--- src/rtl/scb_initiator.sv ---
// Minx16 SCB scratchpad initiator: turns single byte/word load/store requests
// into SCB cycles, splitting misaligned words into two byte cycles.
module scb_initiator #(
    parameter int unsigned A       = 11,
    parameter int unsigned TIMEOUT = 16
) (
    input  logic         clk_i,
    input  logic         rst_i,
    input  logic         req_valid_i,
    output logic         req_ready_o,
    input  logic [A-1:0] req_addr_i,
    input  logic         req_wr_i,
    input  logic         req_size_i,
    input  logic [15:0]  req_data_i,
    output logic         rsp_valid_o,
    output logic [15:0]  rsp_data_o,
    output logic         rsp_err_o,
    output logic [A-1:0] scb_Addr_o,
    output logic [15:0]  scb_Data_o,
    input  logic [15:0]  scb_Data_i,
    output logic [1:0]   scb_stb_o,
    output logic         scb_ce_o,
    output logic         scb_rd_o,
    output logic         scb_wr_o,
    input  logic         scb_rdy_i
);

    typedef enum logic [1:0] {
        S_IDLE,
        S_REQ,
        S_CAP,
        S_RSP
    } state_e;

    state_e        state_q, state_d;
    logic          phase_q, phase_d;
    logic [A-1:0]  addr_q, addr_d;
    logic          wr_q, wr_d;
    logic          size_q, size_d;
    logic [15:0]   wdata_q, wdata_d;
    logic [15:0]   rdata_q, rdata_d;
    logic          err_q, err_d;
    logic [31:0]   tcnt_q, tcnt_d;

    logic          split;
    logic          timeout_hit;

    assign split = size_q & addr_q[0];

    // The stall that would bring the count to TIMEOUT ends the cycle.
    always_comb begin
        timeout_hit = (TIMEOUT != 0) && !scb_rdy_i && (tcnt_q == 32'(TIMEOUT - 1));
    end

    always_ff @(posedge clk_i) begin
        if (rst_i) begin
            state_q <= S_IDLE;
            phase_q <= 1'b0;
            addr_q  <= '0;
            wr_q    <= 1'b0;
            size_q  <= 1'b0;
            wdata_q <= '0;
            rdata_q <= '0;
            err_q   <= 1'b0;
            tcnt_q  <= '0;
        end else begin
            state_q <= state_d;
            phase_q <= phase_d;
            addr_q  <= addr_d;
            wr_q    <= wr_d;
            size_q  <= size_d;
            wdata_q <= wdata_d;
            rdata_q <= rdata_d;
            err_q   <= err_d;
            tcnt_q  <= tcnt_d;
        end
    end

    always_comb begin
        state_d = state_q;
        phase_d = phase_q;
        addr_d  = addr_q;
        wr_d    = wr_q;
        size_d  = size_q;
        wdata_d = wdata_q;
        rdata_d = rdata_q;
        err_d   = err_q;
        tcnt_d  = tcnt_q;
        case (state_q)
            S_IDLE: begin
                if (req_valid_i) begin
                    state_d = S_REQ;
                    addr_d  = req_addr_i;
                    wr_d    = req_wr_i;
                    size_d  = req_size_i;
                    wdata_d = req_data_i;
                    rdata_d = '0;
                    err_d   = 1'b0;
                    phase_d = 1'b0;
                    tcnt_d  = '0;
                end
            end
            S_REQ: begin
                if (scb_rdy_i) begin
                    tcnt_d = '0;
                    if (!wr_q) begin
                        state_d = S_CAP;
                    end else if (split && !phase_q) begin
                        phase_d = 1'b1;
                    end else begin
                        state_d = S_RSP;
                    end
                end else if (timeout_hit) begin
                    state_d = S_RSP;
                    err_d   = 1'b1;
                    rdata_d = '0;
                end else begin
                    tcnt_d = tcnt_q + 32'd1;
                end
            end
            S_CAP: begin
                // Registered SRAM data is valid in this cycle; merge the addressed lane(s).
                if (!size_q) begin
                    rdata_d = {8'h00, addr_q[0] ? scb_Data_i[15:8] : scb_Data_i[7:0]};
                end else if (!split) begin
                    rdata_d = scb_Data_i;
                end else if (!phase_q) begin
                    rdata_d[7:0] = scb_Data_i[15:8];
                end else begin
                    rdata_d[15:8] = scb_Data_i[7:0];
                end
                if (split && !phase_q) begin
                    phase_d = 1'b1;
                    tcnt_d  = '0;
                    state_d = S_REQ;
                end else begin
                    state_d = S_RSP;
                end
            end
            S_RSP: begin
                state_d = S_IDLE;
            end
            default: begin
                state_d = S_IDLE;
            end
        endcase
    end

    always_comb begin
        req_ready_o = (state_q == S_IDLE) && !rst_i;
        rsp_valid_o = 1'b0;
        rsp_data_o  = '0;
        rsp_err_o   = 1'b0;
        scb_Addr_o  = '0;
        scb_Data_o  = '0;
        scb_stb_o   = '0;
        scb_ce_o    = 1'b0;
        scb_rd_o    = 1'b0;
        scb_wr_o    = 1'b0;
        case (state_q)
            S_REQ: begin
                scb_ce_o   = 1'b1;
                scb_rd_o   = !wr_q;
                scb_wr_o   = wr_q;
                scb_Addr_o = addr_q + {{(A-1){1'b0}}, phase_q};
                if (!size_q) begin
                    scb_stb_o  = addr_q[0] ? 2'b10 : 2'b01;
                    scb_Data_o = {wdata_q[7:0], wdata_q[7:0]};
                end else if (!split) begin
                    scb_stb_o  = 2'b11;
                    scb_Data_o = wdata_q;
                end else if (!phase_q) begin
                    scb_stb_o  = 2'b10;
                    scb_Data_o = {wdata_q[7:0], 8'h00};
                end else begin
                    scb_stb_o  = 2'b01;
                    scb_Data_o = {8'h00, wdata_q[15:8]};
                end
                if (!wr_q) begin
                    scb_Data_o = '0;
                end
            end
            S_RSP: begin
                rsp_valid_o = 1'b1;
                rsp_data_o  = rdata_q;
                rsp_err_o   = err_q;
            end
            default: begin
            end
        endcase
    end

endmodule

--- config.mk ---
export PLATFORM = sky130hd
export DESIGN_NAME = scb_initiator
export DESIGN_NICKNAME = d
export VERILOG_FILES = /design/src/rtl/scb_initiator.sv
export SDC_FILE = /design/constraint.sdc
export NUM_CORES = 1
export LEC_CHECK = 0
export BUFFER_PORTS_ARGS = -buffer_cell sky130_fd_sc_hd__buf_2
export CORE_MARGIN = 2
export CORE_UTILIZATION = 55
export DETAILED_ROUTE_END_ITERATION = 16
export PLACE_DENSITY = 0.85
export RECOVER_POWER = 100
export REMOVE_ABC_BUFFERS = 1
export SLEW_MARGIN = 20
export SYNTH_ARGS = -nofsm -noshare
export SYNTH_HDL_FRONTEND = slang
export SYNTH_SLANG_ARGS = --single-unit
export TNS_END_PERCENT = 100
--- constraint.sdc ---
create_clock -name clk_i -period 2.84 [get_ports clk_i]
set_clock_uncertainty 0.1 [all_clocks]
set_input_delay 0.284 -clock clk_i [delete_from_list [all_inputs] [get_ports clk_i]]
set_output_delay 0.284 -clock clk_i [all_outputs]
set_load 0.02 [all_outputs]
# After elaboration in Yosys (flattened, before gate mapping)
# Index checks and enable logic that the tools add are counted.
# W data, S select, Z words.
[word_totals]
output_inout_bits = 51
reg_bits = 81
[op_classes]
reduce_logical = 17
eq_ne = 15
bitwise_logic = 1
add_sub_neg = 2
n_mux = 46
[op_table]
columns = ["cell", "count"]
rows = [
  ["$mux W16", 11],
  ["$mux W32", 4],
  ["$pmux W32 S3", 1],
  ["$pmux W16 S3", 1],
  ["$add A32 B1 Y32 const B", 1],
  ["$eq A32 B4 Y1 const B", 1],
  ["$mux W8", 3],
  ["$mux W2", 11],
  ["$ne A2 B2 Y1 const B", 6],
  ["$ne A4 B4 Y1 const B", 3],
  ["$reduce_and A4 Y1", 3],
  ["$add A11 B1 Y11", 1],
  ["$mux W1", 11],
  ["$mux W11", 1],
  ["$reduce_and A5 Y1", 2],
  ["$pmux W2 S4", 1],
  ["$ne A3 B3 Y1 const B", 2],
  ["$eq A2 B2 Y1 const B", 2],
  ["$logic_not A1 Y1", 4],
  ["$logic_and A1 B1 Y1", 3],
  ["$pmux W1 S3", 1],
  ["$reduce_and A3 Y1", 1],
  ["$reduce_bool A3 Y1", 1],
  ["$eq A2 B1 Y1 const B", 1],
  ["other kinds (5)", 5],
]

# Longest topological paths before layout
[depth]
depth_word = 6
ltp_mapped = 9
ltp_nobuf = 7

# Worst setup path before layout
# Ideal clock, no wire load.
[synth_timing]
kind = "reg2reg"
from = "reg state_q[1]"
to = "reg tcnt_q[8]"
setup_time_ns = 0.070
n_path_buf = 1
slack_ns = 0.513
synth_period_minus_slack_ns = 2.327
path_stages_with_launch = 8
arrival_time_ns = 2.156
required_time_ns = 2.670
cell_sequence = "dfxtp_1 -> inv_1 -> ha_1 -> clkbuf_1 -> and2b_1 -> o2111ai_1 -> or4_2 -> a21oi_1"
[synth_via]
elab_chain_cells = 3
[synth_lines]
columns = ["item", "line_no", "source"]
rows = [
  ["start, declared", "35", "state_e state_q, state_d;"],
  ["start signal, assigned", "67", "state_q <= state_d;"],
  ["$eq A2 B1 Y1 (tied with other cells)", "89", "case (state_q)"],
  ["$ne A3 B3 Y1 (no source line) (tied with other cells)", "--", ""],
  ["$reduce_and A4 Y1 (no source line)", "--", ""],
  ["end signal, assigned", "75", "tcnt_q <= tcnt_d;"],
  ["end, declared", "43", "logic [31:0] tcnt_q, tcnt_d;"],
]
# Several ways; a longest one is shown, not always the timed one.
# A chain may end at the register's enable or synchronous reset.

# Final worst setup path
[layout_timing]
from = "reg state_q[0]"
to = "reg tcnt_q[22]"
# The elaborated chain is that of the path after synthesis.

==> flow_metrics.tcl <==
set metrics [dict create \
    outcome "complete, no violations" \
    synthesis.area_mm2 0.004696 \
    synthCells 613 \
    gr-usage-met3_pct 4.267 \
    peakVddDrop_mv 0.2425 \
    grt_pass1_wl_um 20890 \
    r2r_slack_ns 0.25 \
    fin_cells 810 \
    grt_use_met1_pct 36.22 \
    antenna_found_initial 0 \
    synth_edf_count 0 \
    rsz0062_at_grt "no" \
    dieArea_mm2 0.009293 \
    synth_top_family_by_area "simple AND/OR/NAND/NOR gates" \
    numCtsBuffers 9 \
    clockBufferDepth 2 \
    min_from "req_data_i[5]" \
    rows 33 \
    die_x_um 96.40 \
    r2r.worst_path.cells 7 \
    grt_start_max_net_pins 36 \
    fin_crit_ns 2.589 \
    gp_congestion 0.9433 \
    cp.buffers_inverters 2 \
    synthSimpleGateAreaFrac_pct 31.28 \
    worstPathRequired_ns 3.02 \
    drive_gt1_share_pct 16.31 \
    diodes 0 \
    min_path_type "input pin to flip-flop" \
    fin_crit_sh_pct 91.16 \
    syn_avg_cell_area_um2 7.660 \
    dr.pass1.iters 6 \
    synth_ff_type "dfxtp_1" \
    crit_chain "inv_1 > ha_1 > or2b_1 > o2111ai_1 > clkbuf_1 > or4_1 > a31oi_1" \
    finalSetupViolCount 0 \
    clkTransAtPathRegs_ns 0.10 \
    critPathSlowestCell "or4_1" \
    synthAdderAreaFrac_pct 1.865 \
    cts_setup_buffers 0 \
    dpl.hpwl_um 9401 \
    cts_tree "built" \
    grt_pass1_vias 4481 \
    critPathKind "flip-flop to flip-flop" \
    tightest_slew_ns 1.377 \
    nFillCells 723 \
    layout_common_cells "nand2_1, dfxtp_1, a21oi_1" \
    initial_core_util_pct 56.86 \
    ys_seq_area_share_pct 34.53 \
    clock-sinks 81 \
    ys_types 59 \
    final_common_cell "nand2_1" \
    slew_violations 0 \
    grt_use_met2_pct 48.21 \
    maxCapViolations 0 \
    finish.utilization_pct 65.82 \
    cpLargestDelayFamily "simple AND/OR/NAND/NOR gates" \
    htree_levels 3 \
    clock_latency_ns 0.35 \
    path_max_fanout 11 \
    port_buffers 99 \
    leakage_nw 2.042 \
    ios 100 \
    syn2layout_area_growth_pct 15.75 \
    async_reset_ff_share_pct 0 \
    r2r-end "tcnt_q[22]$_SDFFE_PP0P_" \
    wirelength_um 13560 \
    min_to "wdata_q[5]$_SDFFE_PP0P_" \
    hold_viol_final 0 \
    slowest_delay_ns 0.56 \
    root_buffer "clkbuf_8" \
    gr-usage-all-layers_pct 28.21 \
    drc 0 \
    cp_data_arrival_time_ns 2.76 \
    power.density_mw_per_mm2 468.7 \
    die_h_um 96.40 \
    rr_startpoint "state_q[0]$_SDFFE_PP0P_" \
    num_vias 5089 \
    fmax_mhz 386.2 \
    ant_nets 0 \
    hold_depth 3 \
    ys_ff_latch 81 \
    grt_busiest_layer "met2" \
    synthMuxAreaShare_pct 3.624 \
    slew_headroom_pct 8.222 \
    wl_per_cell_um 16.74 \
    via_per_inst 6.283 \
    end_kind "flip-flop" \
    synth-xor-area-share_pct 1.865 \
    synth-warning-count 0 \
    drtIter0Drc 316 \
    core_mm2 0.008258 \
    critPathLaunchType "flip-flop" \
    synth-compound-area-share_pct 21.64 \
    grt_overflow 0 \
    dp_cells 794 \
    fin_tns_setup_ns 0 \
    final_nets 756 \
]
-- layer usage --
layer / part of all wire (%) / up-vias
met5: 0 / -
met4: 2.1 / 0
met3: 9.0 / 36
met2: 48 / 302
met1: 41 / 2318
li1: - / 2433
-- stage by stage --
stage	power, mW	cell area [um^2]	setup slack (ns)	hold WS (ns)
final	2.547	5435	0.2509	0.05285
after floorplan	1.489	4504	0.05553	0.2531
after detailed placement	1.674	5288	0.3965	0.3400
after global placement	1.661	5288	0.4785	0.3360
after CTS	2.552	5499	0.1801	0.05061
after global routing	2.645	5435	0.08722	0.05798
-- power by group --
| part | switching, mW | internal, mW |
|---|---|---|
| Combinational | 0.290 | 0.150 |
| Clock | 0.455 | 0.441 |
| Sequential | 0.0368 | 1.17 |
-- synth_stat cells (all sizes together) (7+ instances only) --
library cell | count | area (um^2)
a21oi | 66 | 330.3
a22oi | 10 | 75.07
a31oi | 13 | 87.58
a41o | 9 | 90.09
and2 | 25 | 157.6
and3 | 9 | 56.30
buf | 9 | 53.80
clkbuf | 33 | 128.9
dfxtp | 81 | 1622
ha | 7 | 87.58
inv | 14 | 52.55
mux2 | 8 | 90.09
mux2i | 8 | 80.08
nand2 | 108 | 405.4
nand3 | 39 | 195.2
nand4 | 12 | 90.09
nor2 | 32 | 120.1
nor3 | 15 | 75.07
nor4 | 19 | 133.9
o211ai | 8 | 60.06
o21ai | 15 | 75.07
o2bb2ai | 8 | 70.07
or4 | 9 | 68.82
xor2 | 8 | 70.07
-- registers in the layout (all words and copies together), names as in the netlist --
| register | flops |
|---|---|
| addr_q | 11 |
| wr_q | 1 |
| state_q | 2 |
| phase_q | 1 |
| tcnt_q | 32 |
| wdata_q | 16 |
| err_q | 1 |
| rdata_q | 16 |
| size_q | 1 |
-- cell families after synthesis --
family / count (synthesis)
AND/OR/NAND/NOR: 289
AO/OA/AOI/OAI: 153
flip-flops: 81
buffers and inverters: 57
multiplexers: 16
XOR/XNOR: 10
adder cells (fa/ha/maj): 7
-- final cells by class --
cell class,count,area (um^2),area share (%)
multi-input cells,475,2840,52.26
flip-flops and latches,81,1622,29.83
repair buffers,119,578.1,10.64
clock buffers,10,137.6,2.532
well taps,105,131.4,2.417
clock inverters,6,73.82,1.358
inverters,14,52.55,0.9669
-- timing repair --
item	in CTS	in global routing
hold buffers	0	0
resized for setup	0	1
endpoints found under the hold margin	0	0
endpoints found under the setup margin	0	4
-- how the worst max path moves through the flow --
| stage | startpoint | endpoint | slack [ns] | depth (start not counted) |
|---|---|---|---|---|
| 6_report | state_q[0]$_SDFFE_PP0P_ | tcnt_q[22]$_SDFFE_PP0P_ | 0.25 | 7 |
| 5_1_grt | tcnt_q[0]$_SDFFE_PP0P_ | tcnt_q[3]$_SDFFE_PP0P_ | 0.09 | 7 |
| 4_1_cts | addr_q[0]$_SDFFE_PP0P_ | scb_Data_o[9] | 0.18 | 6 |
| 3_3_place_gp | tcnt_q[0]$_SDFFE_PP0P_ | tcnt_q[4]$_SDFFE_PP0P_ | 0.48 | 7 |
| 3_5_place_dp | state_q[0]$_SDFFE_PP0P_ | tcnt_q[31]$_SDFFE_PP0P_ | 0.40 | 7 |
| 2_1_floorplan | state_q[1]$_SDFFE_PP0P_ | tcnt_q[8]$_SDFFE_PP0P_ | 0.06 | 6 |
-- worst register-to-register path: stages, from the launching register on --
cell and delay, ns:
dfxtp_1 0.41, inv_1 0.10, ha_1 0.27, or2b_1 0.22
o2111ai_1 0.33, clkbuf_1 0.34, or4_1 0.56, a31oi_1 0.19
(Power assumes the default switching activity.)
